### config.mk
export PLATFORM = sky130hd
export DESIGN_NAME = fp_op_sequencer
export DESIGN_NICKNAME = d
export VERILOG_FILES = /design/src/rtl/fp_op_sequencer.sv
export SDC_FILE = /design/constraint.sdc
export NUM_CORES = 1
export LEC_CHECK = 0
export ABC_AREA = 1
export BUFFER_PORTS_ARGS = -buffer_cell sky130_fd_sc_hd__buf_2
export CORE_MARGIN = 8
export CORE_UTILIZATION = 40
export DETAILED_ROUTE_END_ITERATION = 10
export GPL_TIMING_DRIVEN = 0
export PLACE_DENSITY = 0.67
export SKIP_CTS_REPAIR_TIMING = 1
export SYNTH_ARGS = -nofsm -noshare
export SYNTH_HDL_FRONTEND = slang
export SYNTH_SLANG_ARGS = --single-unit
### constraint.sdc
create_clock -name clk -period 7.7 [get_ports clk]
set_input_delay 1.155 -clock clk [delete_from_list [all_inputs] [get_ports clk]]
set_output_delay 1.155 -clock clk [all_outputs]
set_load 0.01 [all_outputs]
### src/rtl/fp_op_sequencer.sv
// Single-issue scheduler between the FP front end, the add/sub datapath and the Newton divider.
// Optional FP_SEQ_PERF_EN adds latency reporting on rsp_cycles and per-opcode completion counters.
module fp_op_sequencer #(
  parameter int EXP_BITS    = 8,
  parameter int SIG_BITS    = 23,
  parameter int TAG_BITS    = 4,
  parameter int DIV_TIMEOUT = 31,
  localparam int W          = EXP_BITS + SIG_BITS + 1
) (
  input  logic                clk,
  input  logic                rst,
  input  logic                req_valid,
  output logic                req_ready,
  input  logic [1:0]          req_opc,
  input  logic [W-1:0]        req_a,
  input  logic [W-1:0]        req_b,
  input  logic [TAG_BITS-1:0] req_tag,
  output logic [W-1:0]        as_a,
  output logic [W-1:0]        as_b,
  output logic                as_opcode,
  input  logic [W-1:0]        as_result,
  input  logic [2:0]          as_err,
  output logic                div_ena,
  output logic                div_fdiv,
  output logic [W-1:0]        div_a,
  output logic [W-1:0]        div_b,
  input  logic [W-1:0]        div_s,
  input  logic                div_busy,
  input  logic [2:0]          div_err,
  output logic                rsp_valid,
  input  logic                rsp_ready,
  output logic [W-1:0]        rsp_result,
  output logic [2:0]          rsp_err,
  output logic [TAG_BITS-1:0] rsp_tag,
  output logic [7:0]          rsp_cycles
);

  typedef enum logic [1:0] {OP_ADD = 2'd0, OP_SUB = 2'd1, OP_MUL = 2'd2, OP_DIV = 2'd3} opcode_t;
  typedef enum logic [2:0] {IDLE, AS_EXEC, DIV_START, DIV_ARM, DIV_WAIT, RESP} state_t;

  localparam int TW = (DIV_TIMEOUT < 2) ? 1 : $clog2(DIV_TIMEOUT + 1);
  localparam logic [2:0] ERR_UNSUP   = 3'b110;
  localparam logic [2:0] ERR_TIMEOUT = 3'b111;

  state_t        state, state_d;
  opcode_t       opc_in;
  logic [TW-1:0] cnt;
  logic          tmo;

  assign opc_in    = opcode_t'(req_opc);
  assign tmo       = (cnt >= TW'(DIV_TIMEOUT));
  assign req_ready = (state == IDLE) && !rst;
  assign rsp_valid = (state == RESP);
  // Handshake lines decode straight from state so a reset drops them without waiting for an edge.
  assign div_fdiv  = (state == DIV_START);
  assign div_ena   = (state == DIV_START) || (state == DIV_ARM) || (state == DIV_WAIT);

  always_ff @(posedge clk or posedge rst) begin
    if (rst) state <= IDLE;
    else     state <= state_d;
  end

  always_comb begin
    state_d = state;
    case (state)
      IDLE: if (req_valid) begin
        case (opc_in)
          OP_ADD, OP_SUB: state_d = AS_EXEC;
          OP_MUL:         state_d = RESP;
          default:        state_d = DIV_START;
        endcase
      end
      AS_EXEC:   state_d = RESP;
      DIV_START: state_d = DIV_ARM;
      DIV_ARM:   if (tmo) state_d = RESP;
                 else if (div_busy) state_d = DIV_WAIT;
      // Completion is tested first so it wins over a coincident timeout.
      DIV_WAIT:  if (!div_busy || tmo) state_d = RESP;
      RESP:      if (rsp_ready) state_d = IDLE;
      default:   state_d = IDLE;
    endcase
  end

  always_ff @(posedge clk or posedge rst) begin
    if (rst) begin
      as_a       <= '0;
      as_b       <= '0;
      as_opcode  <= 1'b0;
      div_a      <= '0;
      div_b      <= '0;
      rsp_result <= '0;
      rsp_err    <= '0;
      rsp_tag    <= '0;
      cnt        <= '0;
    end else begin
      case (state)
        IDLE: if (req_valid) begin
          rsp_tag <= req_tag;
          cnt     <= '0;
          case (opc_in)
            OP_ADD, OP_SUB: begin
              as_a      <= req_a;
              as_b      <= req_b;
              as_opcode <= req_opc[0];
            end
            OP_MUL: begin
              rsp_result <= '0;
              rsp_err    <= ERR_UNSUP;
            end
            default: begin
              div_a <= req_a;
              div_b <= req_b;
            end
          endcase
        end
        AS_EXEC: begin
          rsp_result <= as_result;
          rsp_err    <= as_err;
        end
        DIV_START: cnt <= cnt + TW'(1);
        DIV_ARM: begin
          if (tmo) begin
            rsp_result <= '0;
            rsp_err    <= ERR_TIMEOUT;
          end else begin
            cnt <= cnt + TW'(1);
          end
        end
        DIV_WAIT: begin
          if (!div_busy) begin
            rsp_result <= div_s;
            rsp_err    <= div_err;
          end else if (tmo) begin
            rsp_result <= '0;
            rsp_err    <= ERR_TIMEOUT;
          end else begin
            cnt <= cnt + TW'(1);
          end
        end
        default: ;
      endcase
    end
  end

`ifdef FP_SEQ_PERF_EN
  logic [7:0]       pc;
  opcode_t          op_q;
  logic [3:0][15:0] op_done;

  assign rsp_cycles = pc;

  // pc is 1 after the accept edge and stops advancing once RESP is reached.
  always_ff @(posedge clk or posedge rst) begin
    if (rst) begin
      pc      <= '0;
      op_q    <= OP_ADD;
      op_done <= '0;
    end else begin
      case (state)
        IDLE: if (req_valid) begin
          pc   <= 8'd1;
          op_q <= opc_in;
        end
        RESP: if (rsp_ready && op_done[op_q] != 16'hFFFF)
          op_done[op_q] <= op_done[op_q] + 16'd1;
        default: pc <= (pc == 8'hFF) ? pc : pc + 8'd1;
      endcase
    end
  end
`else
  assign rsp_cycles = '0;
`endif

endmodule

Yosys cells after proc, flatten, opt, wreduce, memory -nomap -nowiden
Cells that the tools add are included.
{"block": "word_totals", "ff_bits": 176, "in_bits": 145, "out_inout_bits": 180}
{"block": "op_classes", "n_addsub": 1, "magnitude_cmp": 1, "n_eq_ne": 13, "muxes": 21, "bitwise_logic": 1, "reduce_logical": 18}
{"operator": "$mux W32", "n": 4}
{"operator": "$pmux W32 S4", "n": 1}
{"operator": "$mux W3", "n": 9}
{"operator": "$pmux W5 S4", "n": 1}
{"operator": "$pmux W3 S6", "n": 1}
{"operator": "$mux W5", "n": 3}
{"operator": "$pmux W3 S4", "n": 1}
{"operator": "$reduce_and A3 Y1", "n": 4}
{"operator": "$reduce_bool A4 Y1", "n": 2}
{"operator": "$eq A3 B2 Y1 const B", "n": 2}
{"operator": "$eq A3 B3 Y1 const B", "n": 2}
{"operator": "$ne A2 B1 Y1 const B", "n": 3}
{"operator": "$pmux W3 S2", "n": 1}
{"operator": "$add A5 B1 Y5 const B", "n": 1}
{"operator": "$ge A5 B5 Y1 const B", "n": 1}
{"operator": "$ne A2 B2 Y1 const B", "n": 2}
{"operator": "$reduce_and A4 Y1", "n": 1}
{"operator": "$eq A3 B1 Y1 const B", "n": 1}
{"operator": "$logic_not A3 Y1", "n": 1}
{"operator": "$logic_or A1 B1 Y1", "n": 3}
{"operator": "$ne A3 B3 Y1 const B", "n": 1}
{"operator": "$reduce_or A3 Y1", "n": 1}
{"operator": "$eq A2 B1 Y1 const B", "n": 1}
{"operator": "$eq A2 B2 Y1 const B", "n": 1}
{"operator": "other kinds (6)", "n": 7}

Depth between registers and ports, before layout
{"block": "depth", "word_depth": 5, "mapped_depth": 10, "mapped_depth_nobuf": 9}

Least setup slack after synthesis
No wires, ideal clock.
{"block": "synth_timing", "kind": "input port to output port", "from": "input port rst", "to": "output port req_ready", "t_arrival_ps": 1324, "required_time_ps": 6545, "slack_ps": 5221, "stages": 1, "path_buffers": 0, "path_cell_list": "nor2_1"}
{"block": "synth_between", "elab_chain_len": 2}
{"element": "start, declared", "line_no": "11", "rtl": "input logic rst,"}
{"element": "$logic_not A1 Y1 (no source line)"}
{"element": "$logic_and A1 B1 Y1", "line_no": "52", "rtl": "assign req_ready = (state == IDLE) && !rst;"}
{"element": "end, declared", "line_no": "13", "rtl": "output logic req_ready,"}
Every way passes these cells.

Worst setup path in the final report
{"block": "layout_timing", "from": "register state[0]", "to": "output port div_ena"}
{"block": "layout_between", "elab_chain_len": 3, "word_cells_on_any_way": 5, "cone_classes": "3 x eq/ne; 2 x reduce/logical"}
{"element": "start, declared", "line_no": "45", "rtl": "state_t state, state_d;"}
{"element": "start signal, assigned", "line_no": "60", "rtl": "else state <= state_d;"}
{"element": "$eq A3 B2 Y1", "line_no": "56", "rtl": "assign div_ena = (state == DIV_START) || (state == DIV_ARM) || (state == DIV_WAIT);"}
{"element": "$logic_or A1 B1 Y1", "line_no": "56"}
{"element": "$logic_or A1 B1 Y1 (*)", "line_no": "56"}
{"element": "end, declared", "line_no": "23", "rtl": "output logic div_ena,"}
Mark *: on every way between the ends. The rest lies on a longest branch, timed or not.

==> impl_metrics.yaml <==
critical_path:
  cp-start-kind: "flop"
  max_stage_delay_ns: 0.45
  startpoint: "state[0]$_DFFE_PP0P_"
  r2r-start: "cnt[0]$_DFFE_PP0P_"
  r2r_setup_slack_ns: 5.76
  critPathBufInv: 3
  critPathMaxFanout: 8
  worstPathCellList: "inv_1, nand2_1, nor2_4, nor2_1, inv_1, buf_2"
  reg2reg_to: "rsp_result[1]$_DFFE_PP0P_"
  cp_num_cells: 6
  slowest_stage: "dfrtp_1"
  endpoint_kind: "output port"
  path_delay_family: "simple AND/OR/NAND/NOR gates"
  critPathMostFrequentCell: "inv_1"
  crit_required_ns: 6.55
  worstSetupPathType: "reg -> out"
  endpoint: "div_ena"
  reg2reg_depth: 10
  arrival_ns: 1.83
clocking:
  clk_pin_slew_ns: 0.07
  h-tree-depth: 4
  insertion_delay_ns: 0.43
  root_buffer: "clkbuf_16"
  cts.path.max_buffers: 2
  tritoncts: "yes"
  cts_buffers: 17
  clock_sinks: 176
global_route:
  antenna_found_initial: 5
  grt_max_degree: 101
  grt_pass1_wl_mm: 40.0
  grt_overflow: 0
  grt_usage_pct: 20.4
  grt_pass1_vias: 7468
pwr:
  p_clk_share_pct: 20.3
  ir_worst_vdd_v: 0.000207
  powerDensity_nw_per_um2: 411
  p_sw_uw: 1800
  swShare_pct: 41.0
  p_leak_uw: 0.00591
  p_comb_share_pct: 43.1
  p_int_uw: 2600
  seqPwrFrac_pct: 36.6
detailed_routing:
  vias: 7448
  wire_per_inst_um: 16.7
  drc: 0
  via_per_inst: 4.81
  drtIter0Drc: 441
  routed_wl_mm: 25.9
  drtPass1Iterations: 5
  antenna_left: 0
cells_and_area:
  final_layout_size_suffix_gt1_share_pct: 32.2
  stdcell_area_um2: 10700
  fin_nets: 1409
  utilization_pct: 53.4
  fillerInstances: 1929
  area_delta_synth_final_pct: 32.1
sta:
  slew_viol_final: 0
  maxSlewHeadroom_pct: 61.7
  worst_pin_slew_ns: 0.575
  clock.fmax_mhz: 335
  rsz0062_at_grt: "no"
  period_needed_ns: 2.99
  finalHoldViolCount: 0
  min_period_over_period_pct: 38.8
  clock_skew_ns: 0.0161
  setup_violations: 0
placement:
  port_buffers: 316
  placed_cell_area_um2: 10100
  gp_congestion: 0.877
  dp_hpwl_mm: 19.7
yosys:
  synth_cells: 919
  syn_area_per_cell_um2: 8.82
  ys_warn_count: 0
  async_flop_share_pct: 100
  synth_seq_area_share_pct: 54.3
  synth_edf_count: 0
  synth-seq-cells: 176
  ys_types: 29
  synth_ff_type: "dfrtp_1"
  syn-cell-area_um2: 8100
die:
  dieArea_um2: 25100
  initial_utilization_pct: 40.4
  die_x_um: 158
  die_h_um: 158
  io-pin-count: 325
  core_area_um2: 20000
  rows: 52
run_status:
  status: "completed"
run:
  cap_violations: 0
hold_path:
  hold_path_class: "reg -> reg"
-- power groups by stage --
stage,Sequential (uW),Clock [uW],Combinational [uW]
2_1_floorplan,1810,0,901
5_1_grt,1670,952,2120
4_1_cts,1610,915,1930
6_report,1610,892,1900
3_5_place_dp,1620,0,1930
3_3_place_gp,1600,0,1890
-- Yosys cell counts (4+ instances only) --
master    count  area (um2)
nand2_1     406        1520
dfrtp_1     176        4400
nand3_1      71         355
o21ai_0      69         345
mux2_1       52         586
clkbuf_1     22        82.6
inv_1        20        75.1
nor2_1       20        75.1
buf_4        18         135
mux2_2       16         180
buf_2        11        55.1
nand4_1       7        43.8
nor2_4        4        45.0
-- layout by cell type (no fill, tap or decap), types with 3 or more instances in the layout --
master     Yosys  routed
inv_8          0       4
clkinv_8       0       5
buf_4         18      18
o21ai_0       69      69
buf_2         11     327
inv_2          3       3
mux2_2        16      16
clkbuf_16      0      17
nand3_1       71      71
nor2_1        20      20
clkbuf_1      22      22
buf_6          3       3
mux2_1        52      52
nand4_1        7       7
inv_1         20      19
conb_1         1       8
dfrtp_1      176     176
inv_6          0       3
nand2_1      406     406
nor2_4         4       4
-- cells by family (layout without fill, tap and decap cells) --
| family | Yosys count | after routing | share of synthesized area (%) |
|---|---|---|---|
| AOI/OAI and AO/OA | 75 | 75 | 4.86 |
| xor gates and xnor gates | 1 | 1 | 0.108 |
| adders and majority gates | 2 | 2 | 0.309 |
| buffers and inverters | 81 | 430 | 5.03 |
| DFF | 176 | 176 | 54.3 |
| muxes | 68 | 68 | 9.45 |
| other | 1 | 10 | 0.0463 |
| and+or+nand+nor | 515 | 515 | 25.8 |
-- metal layers --
| layer | part of all wire, % | GRT usage [%] |
|---|---|---|
| met5 | 0.16 | 0 |
| met4 | 1.1 | 4.45 |
| met3 | 12 | 9.20 |
| met2 | 48 | 34.0 |
| met1 | 39 | 23.7 |
-- layout make-up --
cell class / instances / area (um2) / share of cell area [%]
antenna: 2 / 5.00 / 0.0467
sequential: 176 / 4400 / 41.1
tap: 270 / 338 / 3.15
clock inverter: 15 / 194 / 1.81
timing repair buffer: 317 / 1610 / 15.0
buffer: 56 / 314 / 2.93
clock buffer: 17 / 425 / 3.97
inverter: 25 / 101 / 0.946
multi-input combinational: 669 / 3320 / 31.0
-- through the flow --
stage	setup TNS, ns	std cells	setup slack, ns	power (uW)	hold WS [ns]
detailed placement	0	1513	5.02	3550	0.469
global placement	-106.67	1512	-0.623	3490	0.463
global route	0	1546	4.55	4740	0.497
floorplan	0	926	1.77	2720	0.478
finish	0	1547	4.71	4400	0.482
CTS	0	1545	4.69	4460	0.486
-- registers in the layout, indices dropped and copies added (netlist names) --
| register | count |
|---|---|
| cnt | 5 |
| as_b | 32 |
| div_a | 32 |
| state | 3 |
| rsp_tag | 4 |
| rsp_result | 32 |
| div_b | 32 |
| as_opcode | 1 |
| as_a | 32 |
| rsp_err | 3 |
-- worst min-delay path by stage --
stage | cells after the start | slack [ns] | from | endpoint
final | 1 | 0.48 | div_a[16]$_DFFE_PP0P_ | div_a[16]$_DFFE_PP0P_
after global routing | 1 | 0.50 | div_a[11]$_DFFE_PP0P_ | div_a[11]$_DFFE_PP0P_
after CTS | 1 | 0.49 | div_a[16]$_DFFE_PP0P_ | div_a[16]$_DFFE_PP0P_
after detailed placement | 1 | 0.47 | div_a[0]$_DFFE_PP0P_ | div_a[0]$_DFFE_PP0P_
after global placement | 1 | 0.46 | div_b[6]$_DFFE_PP0P_ | div_b[6]$_DFFE_PP0P_
after floorplan | 2 | 0.48 | cnt[4]$_DFFE_PP0P_ | cnt[4]$_DFFE_PP0P_
(Power assumes the default switching activity.)
